==> config.mk <==
export PLATFORM = sky130hd
export DESIGN_NAME = tick_gen_multi_flat
export DESIGN_NICKNAME = d
export VERILOG_FILES = /design/src/rtl/tick_pkg.sv /design/src/rtl/tick_gen_multi_if.sv /design/src/rtl/tick_channel.sv /design/src/rtl/tick_gen_multi.sv /design/src/flat_wrapper.sv
export SDC_FILE = /design/constraint.sdc
export NUM_CORES = 1
export LEC_CHECK = 0
export CAP_MARGIN = 0
export CORE_ASPECT_RATIO = 0.8
export CORE_MARGIN = 4
export CORE_UTILIZATION = 53
export CTS_CLUSTER_DIAMETER = 80
export DETAILED_ROUTE_END_ITERATION = 8
export GPL_TIMING_DRIVEN = 1
export PLACE_DENSITY = 0.7
export SETUP_SLACK_MARGIN = 0.2
export SKIP_LAST_GASP = 1
export SYNTH_ARGS = -nofsm -noshare
export SYNTH_HDL_FRONTEND = slang
export SYNTH_HIERARCHICAL = 1
export SYNTH_SLANG_ARGS = --single-unit
==> constraint.sdc <==
create_clock -name clk -period 8.8 [get_ports clk]
set_input_delay 2.64 -clock clk [delete_from_list [all_inputs] [get_ports clk]]
set_output_delay 2.64 -clock clk [all_outputs]
set_load 0.02 [all_outputs]
==> src/rtl/tick_pkg.sv <==
// Shared definitions for the multi-channel tick generator: mode encodings,
// one-shot FSM states and elaboration-time sizing helpers.
package tick_pkg;

  localparam logic [1:0] MODE_OFF = 2'b00;
  localparam logic [1:0] MODE_PER = 2'b01;
  localparam logic [1:0] MODE_ONE = 2'b10;

  typedef enum logic {
    OS_IDLE = 1'b0,
    OS_RUN  = 1'b1
  } os_state_e;

  function automatic int tick_clog2(input int v);
    int r;
    int x;
    r = 0;
    x = v - 1;
    while (x > 0) begin
      r = r + 1;
      x = x >> 1;
    end
    return r;
  endfunction

  // Channel-select width; a single channel still needs a 1-bit select.
  function automatic int tick_ch_w(input int n_ch);
    return (n_ch <= 1) ? 1 : tick_clog2(n_ch);
  endfunction

  function automatic int tick_default_div(input int freq_clk, input int freq_wanted);
    return freq_clk / freq_wanted;
  endfunction

endpackage

==> src/rtl/tick_gen_multi_if.sv <==
// Configuration, trigger and tick bundle of the multi-channel tick generator.
// The master drives configuration and triggers; the slave returns ticks.
interface tick_gen_multi_if #(
  parameter int N_CH  = 4,
  parameter int DIV_W = 16
);
  localparam int CH_W = tick_pkg::tick_ch_w(N_CH);

  logic             cfg_we;
  logic [CH_W-1:0]  cfg_ch;
  logic [DIV_W-1:0] cfg_div;
  logic [1:0]       cfg_mode;
  logic             cfg_restart;
  logic [N_CH-1:0]  start;
  logic             sync;
  logic [N_CH-1:0]  pulse;
  logic [N_CH-1:0]  busy;

  modport master (
    output cfg_we, cfg_ch, cfg_div, cfg_mode, cfg_restart, start, sync,
    input  pulse, busy
  );

  modport slave (
    input  cfg_we, cfg_ch, cfg_div, cfg_mode, cfg_restart, start, sync,
    output pulse, busy
  );

endinterface

==> src/rtl/tick_channel.sv <==
// One tick channel: wrapping counter, shadowed divider applied at wrap,
// and a one-shot IDLE/RUN FSM.
module tick_channel
  import tick_pkg::*;
#(
  parameter int DIV_W   = 16,
  parameter int DEF_DIV = 2500
) (
  input  logic             clk,
  input  logic             reset,
  input  logic             we_i,
  input  logic [DIV_W-1:0] div_i,
  input  logic [1:0]       mode_i,
  input  logic             restart_i,
  input  logic             start_i,
  input  logic             sync_i,
  output logic             pulse_o,
  output logic             busy_o
);

  localparam logic [DIV_W-1:0] DEF_DIV_V = DIV_W'(DEF_DIV);
  localparam logic [DIV_W-1:0] ONE_V     = DIV_W'(1);
  localparam logic [DIV_W-1:0] TWO_V     = DIV_W'(2);

  logic [DIV_W-1:0] cnt_q, cnt_d;
  logic [DIV_W-1:0] div_act_q, div_act_d;
  logic [DIV_W-1:0] div_shd_q, div_shd_d;
  logic [1:0]       mode_q, mode_d;
  logic             pulse_q, pulse_d;
  os_state_e        os_q, os_d;

  logic [DIV_W-1:0] eff_div;
  logic [DIV_W-1:0] last_cnt;
  logic             is_per;
  logic             is_one;
  logic             running;
  logic             wrap;
  logic             hard_cfg;

  // Dividers 0 and 1 both mean "tick every cycle".
  assign eff_div  = (div_act_q < TWO_V) ? ONE_V : div_act_q;
  assign last_cnt = eff_div - ONE_V;
  assign is_per   = (mode_q == MODE_PER);
  assign is_one   = (mode_q == MODE_ONE);
  assign wrap     = running && (cnt_q == last_cnt);
  assign hard_cfg = we_i && (restart_i || (mode_i != mode_q));

  // One-shot FSM: state register
  always_ff @(posedge clk or posedge reset) begin
    if (reset) begin
      os_q <= OS_IDLE;
    end else begin
      os_q <= os_d;
    end
  end

  // One-shot FSM: next state
  always_comb begin
    os_d = os_q;
    if (!is_one || hard_cfg) begin
      os_d = OS_IDLE;
    end else begin
      case (os_q)
        OS_IDLE: if (start_i) os_d = OS_RUN;
        OS_RUN:  if (wrap)    os_d = OS_IDLE;
        default:              os_d = OS_IDLE;
      endcase
    end
  end

  // One-shot FSM: outputs
  always_comb begin
    running = is_per || (is_one && (os_q == OS_RUN));
    busy_o  = running;
  end

  always_comb begin
    cnt_d     = cnt_q;
    div_act_d = div_act_q;
    div_shd_d = div_shd_q;
    mode_d    = mode_q;
    pulse_d   = 1'b0;
    if (we_i) begin
      div_shd_d = div_i;
      mode_d    = mode_i;
    end
    if (hard_cfg) begin
      cnt_d     = '0;
      div_act_d = div_i;
    end else if (sync_i && is_per) begin
      cnt_d = '0;
    end else if (wrap) begin
      // A write landing on the wrap cycle bypasses the shadow register.
      cnt_d     = '0;
      pulse_d   = 1'b1;
      div_act_d = we_i ? div_i : div_shd_q;
    end else if (running) begin
      cnt_d = cnt_q + ONE_V;
    end else begin
      cnt_d = '0;
    end
  end

  always_ff @(posedge clk or posedge reset) begin
    if (reset) begin
      cnt_q     <= '0;
      div_act_q <= DEF_DIV_V;
      div_shd_q <= DEF_DIV_V;
      mode_q    <= MODE_PER;
      pulse_q   <= 1'b0;
    end else begin
      cnt_q     <= cnt_d;
      div_act_q <= div_act_d;
      div_shd_q <= div_shd_d;
      mode_q    <= mode_d;
      pulse_q   <= pulse_d;
    end
  end

  assign pulse_o = pulse_q;

endmodule

==> src/rtl/tick_gen_multi.sv <==
// Multi-channel programmable tick generator: decodes the configuration
// target and fans the shared sync out to N_CH independent channels.
module tick_gen_multi
  import tick_pkg::*;
#(
  parameter int FREQ_CLK    = 50000000,
  parameter int FREQ_WANTED = 20000,
  parameter int N_CH        = 4,
  parameter int DIV_W       = 16
) (
  input  logic             clk,
  input  logic             reset,
  tick_gen_multi_if.slave  bus
);

  localparam int DEFAULT_DIV = tick_default_div(FREQ_CLK, FREQ_WANTED);
  localparam int CH_W        = tick_ch_w(N_CH);

  logic [N_CH-1:0] ch_we;
  logic [N_CH-1:0] pulse_w;
  logic [N_CH-1:0] busy_w;

  // Selects outside 0..N_CH-1 match no channel, so such writes are dropped.
  generate
    for (genvar gi = 0; gi < N_CH; gi++) begin : g_ch
      assign ch_we[gi] = bus.cfg_we && (bus.cfg_ch == CH_W'(gi));

      tick_channel #(
        .DIV_W   (DIV_W),
        .DEF_DIV (DEFAULT_DIV)
      ) u_ch (
        .clk       (clk),
        .reset     (reset),
        .we_i      (ch_we[gi]),
        .div_i     (bus.cfg_div),
        .mode_i    (bus.cfg_mode),
        .restart_i (bus.cfg_restart),
        .start_i   (bus.start[gi]),
        .sync_i    (bus.sync),
        .pulse_o   (pulse_w[gi]),
        .busy_o    (busy_w[gi])
      );
    end
  endgenerate

  assign bus.pulse = pulse_w;
  assign bus.busy  = busy_w;

endmodule

==> src/flat_wrapper.sv <==
// flat-port wrapper written by rule: the top's interface ports become plain ports
module tick_gen_multi_flat import tick_pkg::*;
#(
  parameter int FREQ_CLK    = 50000000,
  parameter int FREQ_WANTED = 20000,
  parameter int N_CH        = 4,
  parameter int DIV_W       = 16
)
  (clk, reset, bus_cfg_we, bus_cfg_ch, bus_cfg_div, bus_cfg_mode, bus_cfg_restart, bus_start, bus_sync, bus_pulse, bus_busy);
  tick_gen_multi_if #(.N_CH(N_CH), .DIV_W(DIV_W)) bus_i ();
  input  logic clk;
  input  logic reset;
  input wire logic [$bits(bus_i.cfg_we)-1:0] bus_cfg_we;
  input wire logic [$bits(bus_i.cfg_ch)-1:0] bus_cfg_ch;
  input wire logic [$bits(bus_i.cfg_div)-1:0] bus_cfg_div;
  input wire logic [$bits(bus_i.cfg_mode)-1:0] bus_cfg_mode;
  input wire logic [$bits(bus_i.cfg_restart)-1:0] bus_cfg_restart;
  input wire logic [$bits(bus_i.start)-1:0] bus_start;
  input wire logic [$bits(bus_i.sync)-1:0] bus_sync;
  output wire logic [$bits(bus_i.pulse)-1:0] bus_pulse;
  output wire logic [$bits(bus_i.busy)-1:0] bus_busy;
  assign bus_i.cfg_we = bus_cfg_we;
  assign bus_i.cfg_ch = bus_cfg_ch;
  assign bus_i.cfg_div = bus_cfg_div;
  assign bus_i.cfg_mode = bus_cfg_mode;
  assign bus_i.cfg_restart = bus_cfg_restart;
  assign bus_i.start = bus_start;
  assign bus_i.sync = bus_sync;
  assign bus_pulse = bus_i.pulse;
  assign bus_busy = bus_i.busy;
  tick_gen_multi #(.FREQ_CLK(FREQ_CLK), .FREQ_WANTED(FREQ_WANTED), .N_CH(N_CH), .DIV_W(DIV_W)) u_core (.clk(clk), .reset(reset), .bus(bus_i));
endmodule
==> qor.yml <==
timing:
  post-route-worst-setup-slack_ps: 3740
  period_minus_slack_ps: 5060
  max_slew_margin: 0.252
  achievable-frequency_mhz: 198
  timing.final.setup_violations: 0
  final-hold-violation-count: 0
  timing.hold.ws_ps: 464
  unrepaired_setup_endpoints_after_global_routing: "no"
  fin_crit_sh: 0.575
  worst_clock_skew_ps: 13.3
  totalNegativeSetupSlack_ps: 0
  finalMaxSlewViolations: 0
  timing_worst_slew_pin_value_ps: 1120
setup_path:
  critPathBufInv: 2
  critical_path.slowest_cell: "clkdlybuf4s50_1"
  critPathMaxStageDelay_ps: 630
  cp_cell_sequence: "nor2b_1 -> a21oi_1 -> clkinv_1 -> clkdlybuf4s50_1"
  cp_data_arrival_time_ps: 2420
  crit_required_ps: 6160
  worstSetupStartpointType: "flop"
  critical-path-top-delay-family: "buffers and inverters"
  setup.worst_path.end_class: "output pin"
  cp_max_fo: 9
  critPathKind: "flop to output pin"
drt:
  drtIter0Drc: 503
  wirelength_um: 24800
  route.vias.total: 8020
  route.detailed.drc: 0
  ant_nets: 0
  drt_pass1_iterations: 5
  wl_per_cell_um: 18.0
  drt-vias-per-instance: 5.81
global_route:
  grt_util_all_layers: 0.201
  antenna_found_initial: 0
  via_count_of_the_first_global_routing_pass: 7654
  globalRouteOverflowTotal: 0
  grt_start_max_net_pins: 53
  grt_pass1_wl_um: 40700
synth:
  synth_commonest_cells: "dfrtp_1, mux2_2, nor2_1"
  flop_and_latch_count_out_of_synthesis: 208
  synth_seq_area_share: 0.454
  synth-main-ff-cell: "dfrtp_1"
  synthesized_net_count: 1105
  library_cell_with_the_largest_summed_area_after_synthesis: "dfrtp_1"
  number_of_flops_mapped_to_enable_cells_by_yosys: 0
  post-synth-top-area-fraction: 0.355
  asyncSetResetFlopFracSynth: 1.00
  synth_cell_type_count: 81
  synth_area_leaders: "dfrtp_1, mux2_2, dfstp_2"
  yosys.cell_count.top_type: "dfrtp_1"
  summed_instance_area_of_the_synthesized_netlist_mm2: 0.0116
  yosys_warnings: 6
  syn-mean-instance-area_um2: 10.8
  cell_count_after_synthesis: 1068
layout:
  num-fill-cells: 1851
  finish.cell_count_without_fillers: 1381
  final_layout_size_suffix_gt1_frac: 0.236
  area_growth_pct: 10.3
  nets: 1126
floorplan:
  initial_utilization: 0.538
  core_area_mm2: 0.0215
  ios: 37
  rows: 48
  dieWidth_um: 173
  die_h_um: 140
  design.die.area_mm2: 0.0243
clocking:
  cts_root_buf: "clkbuf_16"
  clkSlewWorstSetupHoldPaths_ps: 60
  htree_num_levels: 1
  post_cts_setup_buffers: 0
  total_of_cells_resized_after_clock_tree_synthesis: 0
  numClockSinks: 208
  cts.path.max_buffers: 3
  insertion_delay_ps: 510
  tritoncts.num_buffers: 22
  postCtsHoldBufs: 0
  cts_tree: "yes"
run_status:
  status: "finished clean"
placed_design:
  place.gp.congestion: 0.888
  dp_hpwl_um: 17500
  placed_cells: 1340
  buffer_ports.inserted: 36
  preCtsSetupSlack_ps: 3570
power:
  power_density_mw_per_mm2: 253
  vdd_drop_max_uv: 177
  leakagePower_nw: 5.29
  report.power.total_w: 0.00323
worst_hold_path:
  timing.hold.worst.class: "flop to flop"
run:
  cap_violations: 0
[flip-flops by register name, summed over array words and instances (netlist names)]
register,count
u_core/g_ch.u_ch/os_q,4
u_core/g_ch.u_ch/mode_q,8
u_core/g_ch.u_ch/cnt_q,64
u_core/g_ch.u_ch/pulse_o,4
u_core/g_ch.u_ch/div_shd_q,64
u_core/g_ch.u_ch/div_act_q,64
[area by class of cell]
class | instances | area, um2 | share of cell area
multi-input combinational | 793 | 5960 | 0.467
sequential | 208 | 5260 | 0.412
clock buffer | 28 | 604 | 0.0473
timing repair buffer | 40 | 390 | 0.0306
tap | 275 | 344 | 0.0269
clock inverter | 12 | 118 | 0.00921
inverter | 24 | 90.1 | 0.00706
antenna | 1 | 2.50 | 0.000196
[power breakdown]
group / switching, W / internal [W] / total (W)
sequential: 0.000242 / 0.00118 / 0.00142
combinational: 0.000443 / 0.000437 / 0.000879
clock: 0.000380 / 0.000546 / 0.000926
total: 0.00106 / 0.00217 / 0.00323
[cells by family after synthesis]
family                     after synthesis  synth area share
xor gates and xnor gates               130            0.0984
AOI/OAI and AO/OA                      105            0.0715
buffers and inverters                   67            0.0307
adders and majority gates                8           0.00865
and+or+nand+nor                        409             0.193
muxes                                  141             0.143
DFF                                    208             0.454
[final timing paths]
check | end | cells past startpoint | slack, ps | start
min reg2reg | u_core/g_ch[1].u_ch/os_q | 1 | 460 | u_core/g_ch[1].u_ch/os_q
min in group asynchronous | u_core/g_ch[2].u_ch/div_shd_q[13] | 3 | 2820 | reset
max | bus_busy[3] | 4 | 3740 | u_core/g_ch[3].u_ch/mode_q[0]
max in group asynchronous | u_core/g_ch[3].u_ch/div_shd_q[4] | 2 | 5220 | reset
min | u_core/g_ch[1].u_ch/os_q | 1 | 460 | u_core/g_ch[1].u_ch/os_q
max reg2reg | u_core/g_ch[2].u_ch/div_act_q[4] | 11 | 4370 | u_core/g_ch[2].u_ch/div_act_q[9]
[placed cells by master (no fill, tap or decap), drive strengths merged, types with 25 or more instances in the layout]
cell / count
clkbuf: 28
clkdlybuf4s50: 36
dfrtp: 164
dfstp: 44
mux2: 136
nand2: 65
nand3: 58
nor2: 104
nor3: 29
nor4: 25
xnor2: 82
xor2: 48
[per-layer routing]
metal / wire [um] / GRT usage
met1: 12300 / 0.310
met2: 10900 / 0.303
met3: 1150 / 0.0356
met4: 380 / 0.0382
met5: 0 / 0
[through the flow]
step / utilization / instance area, um2
floorplan: - / 11600
global placement: 0.560 / 12000
detailed placement: 0.560 / 12000
CTS: 0.594 / 12800
global route: 0.594 / 12800
finish: 0.594 / 12800
(Power assumes the default switching activity.)
